$ cat src/rtl/logic_unit_pipe_if.sv
// Operand/result handshake bundle for logic_unit_pipe.
// With LOGIC_UNIT_FLAGS_EN defined it also carries the z/p result flags.
interface logic_unit_pipe_if #(
    parameter int WIDTH = 32,
    parameter int CNT_W = 16
);
    logic             in_valid;
    logic             in_ready;
    logic [WIDTH-1:0] a;
    logic [WIDTH-1:0] b;
    logic [2:0]       op;
    logic             out_valid;
    logic             out_ready;
    logic [WIDTH-1:0] c;
    logic [2:0]       out_op;
    logic [CNT_W-1:0] res_cnt;
`ifdef LOGIC_UNIT_FLAGS_EN
    logic             z;
    logic             p;

    modport master (
        output in_valid, a, b, op, out_ready,
        input  in_ready, out_valid, c, out_op, res_cnt, z, p
    );
    modport slave (
        input  in_valid, a, b, op, out_ready,
        output in_ready, out_valid, c, out_op, res_cnt, z, p
    );
`else
    modport master (
        output in_valid, a, b, op, out_ready,
        input  in_ready, out_valid, c, out_op, res_cnt
    );
    modport slave (
        input  in_valid, a, b, op, out_ready,
        output in_ready, out_valid, c, out_op, res_cnt
    );
`endif
endinterface

$ cat src/rtl/logic_unit_pipe.sv
// Two-stage valid/ready pipeline applying one of eight bitwise ops per beat, with a delivered-result count.
// Define LOGIC_UNIT_FLAGS_EN to add registered zero (z) and parity (p) flags beside c.
module logic_unit_pipe #(
    parameter int WIDTH = 32,
    parameter int CNT_W = 16
) (
    input logic              clk,
    input logic              rst_n,
    logic_unit_pipe_if.slave bus
);
    logic             s1_adv, s2_adv, xfer;
    logic [WIDTH-1:0] f_p1;

    logic             vld_p1_q, vld_p1_d;
    logic [WIDTH-1:0] a_p1_q, a_p1_d;
    logic [WIDTH-1:0] b_p1_q, b_p1_d;
    logic [2:0]       op_p1_q, op_p1_d;

    logic             vld_p2_q, vld_p2_d;
    logic [WIDTH-1:0] c_p2_q, c_p2_d;
    logic [2:0]       op_p2_q, op_p2_d;
    logic [CNT_W-1:0] cnt_q, cnt_d;
`ifdef LOGIC_UNIT_FLAGS_EN
    logic             z_p2_q, z_p2_d;
    logic             p_p2_q, p_p2_d;
`endif

    function automatic logic [WIDTH-1:0] logic_op(input logic [WIDTH-1:0] x,
                                                  input logic [WIDTH-1:0] y,
                                                  input logic [2:0]       sel);
        logic [WIDTH-1:0] r;
        r = x;
        case (sel)
            3'b000: r = x & y;
            3'b001: r = x | y;
            3'b010: r = ~(x & y);
            3'b011: r = ~(x | y);
            3'b100: r = x ^ y;
            3'b101: r = ~(x ^ y);
            3'b110: r = ~x;
            3'b111: r = x;
        endcase
        return r;
    endfunction

    // A stage may load whenever it is empty or its occupant is leaving this cycle.
    assign s2_adv = !vld_p2_q || bus.out_ready;
    assign s1_adv = !vld_p1_q || s2_adv;
    assign xfer   = vld_p2_q && bus.out_ready;
    assign f_p1   = logic_op(a_p1_q, b_p1_q, op_p1_q);

    always_comb begin
        vld_p1_d = vld_p1_q;
        a_p1_d   = a_p1_q;
        b_p1_d   = b_p1_q;
        op_p1_d  = op_p1_q;
        vld_p2_d = vld_p2_q;
        c_p2_d   = c_p2_q;
        op_p2_d  = op_p2_q;
        cnt_d    = cnt_q + CNT_W'(xfer);
`ifdef LOGIC_UNIT_FLAGS_EN
        z_p2_d   = z_p2_q;
        p_p2_d   = p_p2_q;
`endif
        // stage 1: capture operands
        if (s1_adv) begin
            vld_p1_d = bus.in_valid;
            if (bus.in_valid) begin
                a_p1_d  = bus.a;
                b_p1_d  = bus.b;
                op_p1_d = bus.op;
            end
        end
        // stage 2: capture result; data held when no new beat arrives
        if (s2_adv) begin
            vld_p2_d = vld_p1_q;
            if (vld_p1_q) begin
                c_p2_d  = f_p1;
                op_p2_d = op_p1_q;
`ifdef LOGIC_UNIT_FLAGS_EN
                z_p2_d  = ~|f_p1;
                p_p2_d  = ^f_p1;
`endif
            end
        end
    end

    always_ff @(posedge clk or negedge rst_n) begin
        if (!rst_n) begin
            vld_p1_q <= 1'b0;
            a_p1_q   <= '0;
            b_p1_q   <= '0;
            op_p1_q  <= '0;
            vld_p2_q <= 1'b0;
            c_p2_q   <= '0;
            op_p2_q  <= '0;
            cnt_q    <= '0;
`ifdef LOGIC_UNIT_FLAGS_EN
            z_p2_q   <= 1'b0;
            p_p2_q   <= 1'b0;
`endif
        end else begin
            vld_p1_q <= vld_p1_d;
            a_p1_q   <= a_p1_d;
            b_p1_q   <= b_p1_d;
            op_p1_q  <= op_p1_d;
            vld_p2_q <= vld_p2_d;
            c_p2_q   <= c_p2_d;
            op_p2_q  <= op_p2_d;
            cnt_q    <= cnt_d;
`ifdef LOGIC_UNIT_FLAGS_EN
            z_p2_q   <= z_p2_d;
            p_p2_q   <= p_p2_d;
`endif
        end
    end

    assign bus.in_ready  = s1_adv;
    assign bus.out_valid = vld_p2_q;
    assign bus.c         = c_p2_q;
    assign bus.out_op    = op_p2_q;
    assign bus.res_cnt   = cnt_q;
`ifdef LOGIC_UNIT_FLAGS_EN
    assign bus.z         = z_p2_q;
    assign bus.p         = p_p2_q;
`endif
endmodule

$ cat src/flat_wrapper.sv
// flat-port wrapper written by rule: the top's interface ports become plain ports
module logic_unit_pipe_flat 
#(
    parameter int WIDTH = 32,
    parameter int CNT_W = 16
)
  (clk, rst_n, bus_in_valid, bus_a, bus_b, bus_op, bus_out_ready, bus_in_ready, bus_out_valid, bus_c, bus_out_op, bus_res_cnt);
  logic_unit_pipe_if #(.WIDTH(WIDTH), .CNT_W(CNT_W)) bus_i ();
  input logic clk;
  input logic rst_n;
  input wire logic [$bits(bus_i.in_valid)-1:0] bus_in_valid;
  input wire logic [$bits(bus_i.a)-1:0] bus_a;
  input wire logic [$bits(bus_i.b)-1:0] bus_b;
  input wire logic [$bits(bus_i.op)-1:0] bus_op;
  input wire logic [$bits(bus_i.out_ready)-1:0] bus_out_ready;
  output wire logic [$bits(bus_i.in_ready)-1:0] bus_in_ready;
  output wire logic [$bits(bus_i.out_valid)-1:0] bus_out_valid;
  output wire logic [$bits(bus_i.c)-1:0] bus_c;
  output wire logic [$bits(bus_i.out_op)-1:0] bus_out_op;
  output wire logic [$bits(bus_i.res_cnt)-1:0] bus_res_cnt;
  assign bus_i.in_valid = bus_in_valid;
  assign bus_i.a = bus_a;
  assign bus_i.b = bus_b;
  assign bus_i.op = bus_op;
  assign bus_i.out_ready = bus_out_ready;
  assign bus_in_ready = bus_i.in_ready;
  assign bus_out_valid = bus_i.out_valid;
  assign bus_c = bus_i.c;
  assign bus_out_op = bus_i.out_op;
  assign bus_res_cnt = bus_i.res_cnt;
  logic_unit_pipe #(.WIDTH(WIDTH), .CNT_W(CNT_W)) u_core (.clk(clk), .rst_n(rst_n), .bus(bus_i));
endmodule
$ cat config.mk
export PLATFORM = sky130hd
export DESIGN_NAME = logic_unit_pipe_flat
export DESIGN_NICKNAME = d
export VERILOG_FILES = /design/src/rtl/logic_unit_pipe_if.sv /design/src/rtl/logic_unit_pipe.sv /design/src/flat_wrapper.sv
export SDC_FILE = /design/constraint.sdc
export NUM_CORES = 1
export LEC_CHECK = 0
export BUFFER_PORTS_ARGS = -buffer_cell sky130_fd_sc_hd__buf_2
export CAP_MARGIN = 20
export CORE_MARGIN = 2
export CORE_UTILIZATION = 47
export CTS_CLUSTER_SIZE = 8
export DETAILED_ROUTE_END_ITERATION = 6
export PLACE_DENSITY = 0.78
export SLEW_MARGIN = 5
export SYNTH_ARGS = -nofsm -noshare
export SYNTH_HDL_FRONTEND = slang
export SYNTH_SLANG_ARGS = --single-unit
export TNS_END_PERCENT = 20
$ cat constraint.sdc
create_clock -name clk -period 4.9 [get_ports clk]
set_clock_uncertainty 0.1 [all_clocks]
set_input_delay 0 -clock clk [delete_from_list [all_inputs] [get_ports clk]]
set_output_delay 0 -clock clk [all_outputs]
set_load 0.03 [all_outputs]
==> impl.org <==
** Layout
- The area growth from synthesis to layout is 24.9%.
- The number of antenna diodes in the final layout is 0.
- Number of nets in the final layout :: 1106
- Fraction of layout cells with a size suffix above 1 :: 0.241

** Detailed routing
- The first routing iteration left 447 violations.
- For this run, design rule violations remaining after detail routing come to 0.
- Dividing the detail-routed wire length by the instance count gives 15.1 um.
- Total Routed Length :: 18100 um
- The pre-antenna-repair detailed-routing pass consisted of 5 iterations.
- The routed layout has 6164 vias.
- In the routed layout, each cell is associated on average with a via count of 5.13.
- The count of nets left with antenna violations once routing finished came out at 0.

** Die
- Core box area :: 0.0163 mm^2
- Std-Cell Rows :: 47
- Initial core utilization :: 0.476
- The die covers 0.0176 mm^2.
- Die Width :: 133 um
- # IOs :: 124
- The die is 133 um tall.

** Power and ir drop
- After layout, the design draws a total of 0.00398 W.
- For this design the ratio of total power to cell area is 410 mW/mm^2.
- P_leak :: 4.69 nW
- Worst ir drop on vdd :: 258 uV

** Yosys
- Area contributors post-synth :: dfrtp_1 (39%), ha_1 (11%), mux2_2 (10%), nor2b_1 (7.9%), xor2_1 (4.5%)
- Post-synth EDFFs :: 0
- The biggest area contributor in the post-synthesis netlist is dfrtp_1.
- The share of the Yosys chip area taken by registers is 0.386.
- Number of unique standard cell types used by synthesis :: 29
- The most used flip-flop cell after synthesis is dfrtp_1.
- For this run, asynchronously set or reset flops after synthesis account for 1.00.
- The synthesized design contains 120 register bits.
- The Yosys step of the flow raised 0 warnings.
- Yosys top cell area share :: 0.386
- When the netlist entered floorplanning its net count stood at 944.
- Post-Synthesis Mean Instance Area :: 9.64 um^2
- dfrtp_1 is the most common cell in the netlist.
- Synthesis produced a netlist whose cell count is 807.
- Counting instances in the post-synthesis netlist gives the leading cell types as dfrtp_1 (120), nor2b_1 (98), mux2_2 (70).
- The synthesized netlist occupies a cell area of 0.00778 mm^2.

** CTS
- The clock tree synthesis step divided the H-tree into 4 levels.
- The tree is rooted in a clkbuf_16.
- In this run the deepest clock path goes through 2 buffers.
- Post-CTS repair timing setup buffer count :: 0
- In this run, CTS created clock tree buffers numbering 17.
- In this run, post-CTS repair resized a total of 0 instances.
- Clock tree from TritonCTS :: yes
- Clock insertion delay at the later pin of the skew report :: 420 ps
- After clock tree synthesis, the clock-pin slew on the worst setup and hold paths is 60 ps.
- CTS Sinks :: 120

** Setup path
- Combined buffer and inverter count along the critical path :: 0
- Kind of cell adding the most delay to the critical path :: flip-flops
- The worst setup path is captured at a flop.
- STA classifies the critical path startpoint as a flop.
- Of all nets on the critical path, the largest fanout is 37.
- Required @ worst endpoint :: 5120 ps
- CP Data Arrival Time :: 2750 ps
- Walking the worst path, the cells encountered are nor2b_4 -> a22o_1 -> a211oi_1 -> o31ai_1.
- On the critical path, the stage with the largest delay is an instance of dfrtp_2.
- The setup path with the least slack is of type reg -> reg.
- Peak per-stage delay on the critical path :: 880 ps

** Timing
- Static timing analysis puts the maximum clock frequency at 395 MHz.
- Setup repair after global routing left no endpoint under its margin.
- Max-slew headroom :: 0.322
- Hold Vio Cnt, Final :: 0
- In the finished design, the share of the clock period the worst path needs comes to 0.516.
- Actual transition at the worst max-transition pin :: 1020 ps
- Setup violation total in the final timing report :: 0
- Fin. max-slew vios :: 0
- Final-layout setup total negative slack :: 0 ps
- Subtracting the final worst setup slack from the clock period gives 2530 ps.

** Global route
- The first global-routing pass estimated 30200 um of wire.
- Number of antenna violations at the first check in global routing :: 0
- In the global route stage, overall resource usage came out at 0.214.
- Largest net degree at the start of global routing :: 107
- Global route total overflow :: 0
- Via count of the first global-routing pass :: 6195

** Run status
- The flow ran to the end, and the final reports show no timing, DRC or antenna violations.

** Placement
- During placement, the flow inserted port buffers numbering 123.
- The congestion estimate from routability-driven global placement came to 0.775.
- The wire-length estimate of the detail-placed layout is 11000 um.

** Min path
- Kind of path behind the tightest hold check :: in -> async

** Flow run
- The tool flagged a number of max-cap violations equal to 0.
-- sequential cells by signal, indices dropped and copies added, names as in the netlist --
| name | cells |
|---|---|
| u_core.vld_p1_q | 1 |
| u_core.bus.c | 32 |
| u_core.bus.out_valid | 1 |
| u_core.a_p1_q | 32 |
| u_core.b_p1_q | 32 |
| u_core.bus.out_op | 3 |
| u_core.bus.res_cnt | 16 |
| u_core.op_p1_q | 3 |
-- stage by stage --
| stage | instances | worst slack, ps | instance area (um^2) | util | hold WS [ps] |
|---|---|---|---|---|---|
| floorplan | 807 | 2850 | 7780 | - | -396 |
| global placement | 1099 | 2460 | 8450 | 0.517 | -13.2 |
| detailed placement | 1099 | 2370 | 8450 | 0.517 | -8.28 |
| CTS | 1202 | 2360 | 9710 | 0.594 | 114 |
| global route | 1202 | 2230 | 9710 | 0.594 | 157 |
| finish | 1202 | 2370 | 9710 | 0.594 | 96.5 |
-- power by group --
part | total [W] | switching (W) | internal [W]
Clock | 0.00117 | 0.000476 | 0.000697
Sequential | 0.00142 | 0.000224 | 0.00120
Combinational | 0.00139 | 0.000804 | 0.000584
Total | 0.00398 | 0.00150 | 0.00248
-- final timing paths --
| path | startpoint | to | slack [ps] | depth (start not counted) |
|---|---|---|---|---|
| max | u_core.op_p1_q[2] | u_core.bus.c[6] | 2370 | 4 |
| min in group clk | bus_b[29] | u_core.b_p1_q[29] | 230 | 3 |
| min reg2reg | u_core.bus.c[12] | u_core.bus.c[12] | 370 | 2 |
| max reg2reg | u_core.op_p1_q[2] | u_core.bus.c[6] | 2370 | 4 |
| max in group asynchronous | rst_n | u_core.a_p1_q[26] | 3540 | 3 |
| min | rst_n | u_core.bus.c[11] | 100 | 2 |
-- per-layer routing --
layer	vias to the layer above	part of all wire	track usage
met5	-	0	0
met3	28	0.039	0.0395
li1	3046	-	-
met4	0	0.017	0.0806
met2	133	0.50	0.369
met1	2957	0.45	0.267
-- area by class of cell --
class	count	area, um^2
clock buffer	18	429
timing repair buffer	197	1360
fill	1403	6630
clock inverter	14	126
tap	220	275
sequential	120	3010
multi-input combinational	569	4280
inverter	64	240
-- logic make-up (layout without fill, tap and decap cells) --
group | count (synthesis) | count (layout) | synth area share
DFF | 120 | 120 | 0.386
buffers and inverters | 118 | 293 | 0.0679
and+or+nand+nor | 227 | 227 | 0.148
adders and majority gates | 66 | 66 | 0.106
xor gates and xnor gates | 46 | 46 | 0.0518
AOI/OAI and AO/OA | 160 | 160 | 0.139
muxes | 70 | 70 | 0.101
-- timing repair --
action	CTS	global route
hold buffers	71	0
setup endpoints to repair	0	0
hold endpoints to repair	147	0
-- placed cells by master (no fill, tap or decap), types with 2 or more instances in the layout --
| cell | Yosys | layout |
|---|---|---|
| a211oi_1 | 32 | 32 |
| a21oi_1 | 32 | 32 |
| a22o_1 | 32 | 32 |
| and4_1 | 3 | 3 |
| buf_2 | 20 | 122 |
| buf_4 | 10 | 3 |
| clkbuf_16 | 0 | 17 |
| clkinv_2 | 0 | 3 |
| clkinv_4 | 0 | 3 |
| clkinvlp_4 | 0 | 5 |
| dfrtp_1 | 120 | 117 |
| dfrtp_2 | 0 | 2 |
| dlygate4sd3_1 | 0 | 71 |
| ha_1 | 66 | 66 |
| inv_1 | 64 | 64 |
| inv_6 | 0 | 2 |
| mux2_2 | 70 | 70 |
| nand2_1 | 40 | 37 |
| nand2_2 | 0 | 2 |
| nand2b_1 | 4 | 4 |
| nand3_1 | 6 | 6 |
| nor2_1 | 69 | 69 |
| nor2b_1 | 98 | 96 |
| nor2b_4 | 0 | 2 |
| o21ai_0 | 8 | 8 |
| o21ai_1 | 24 | 24 |
| o31ai_1 | 32 | 32 |
| xnor2_1 | 6 | 6 |
| xor2_1 | 40 | 40 |
No activity file was read; power rests on OpenSTA's default activity.
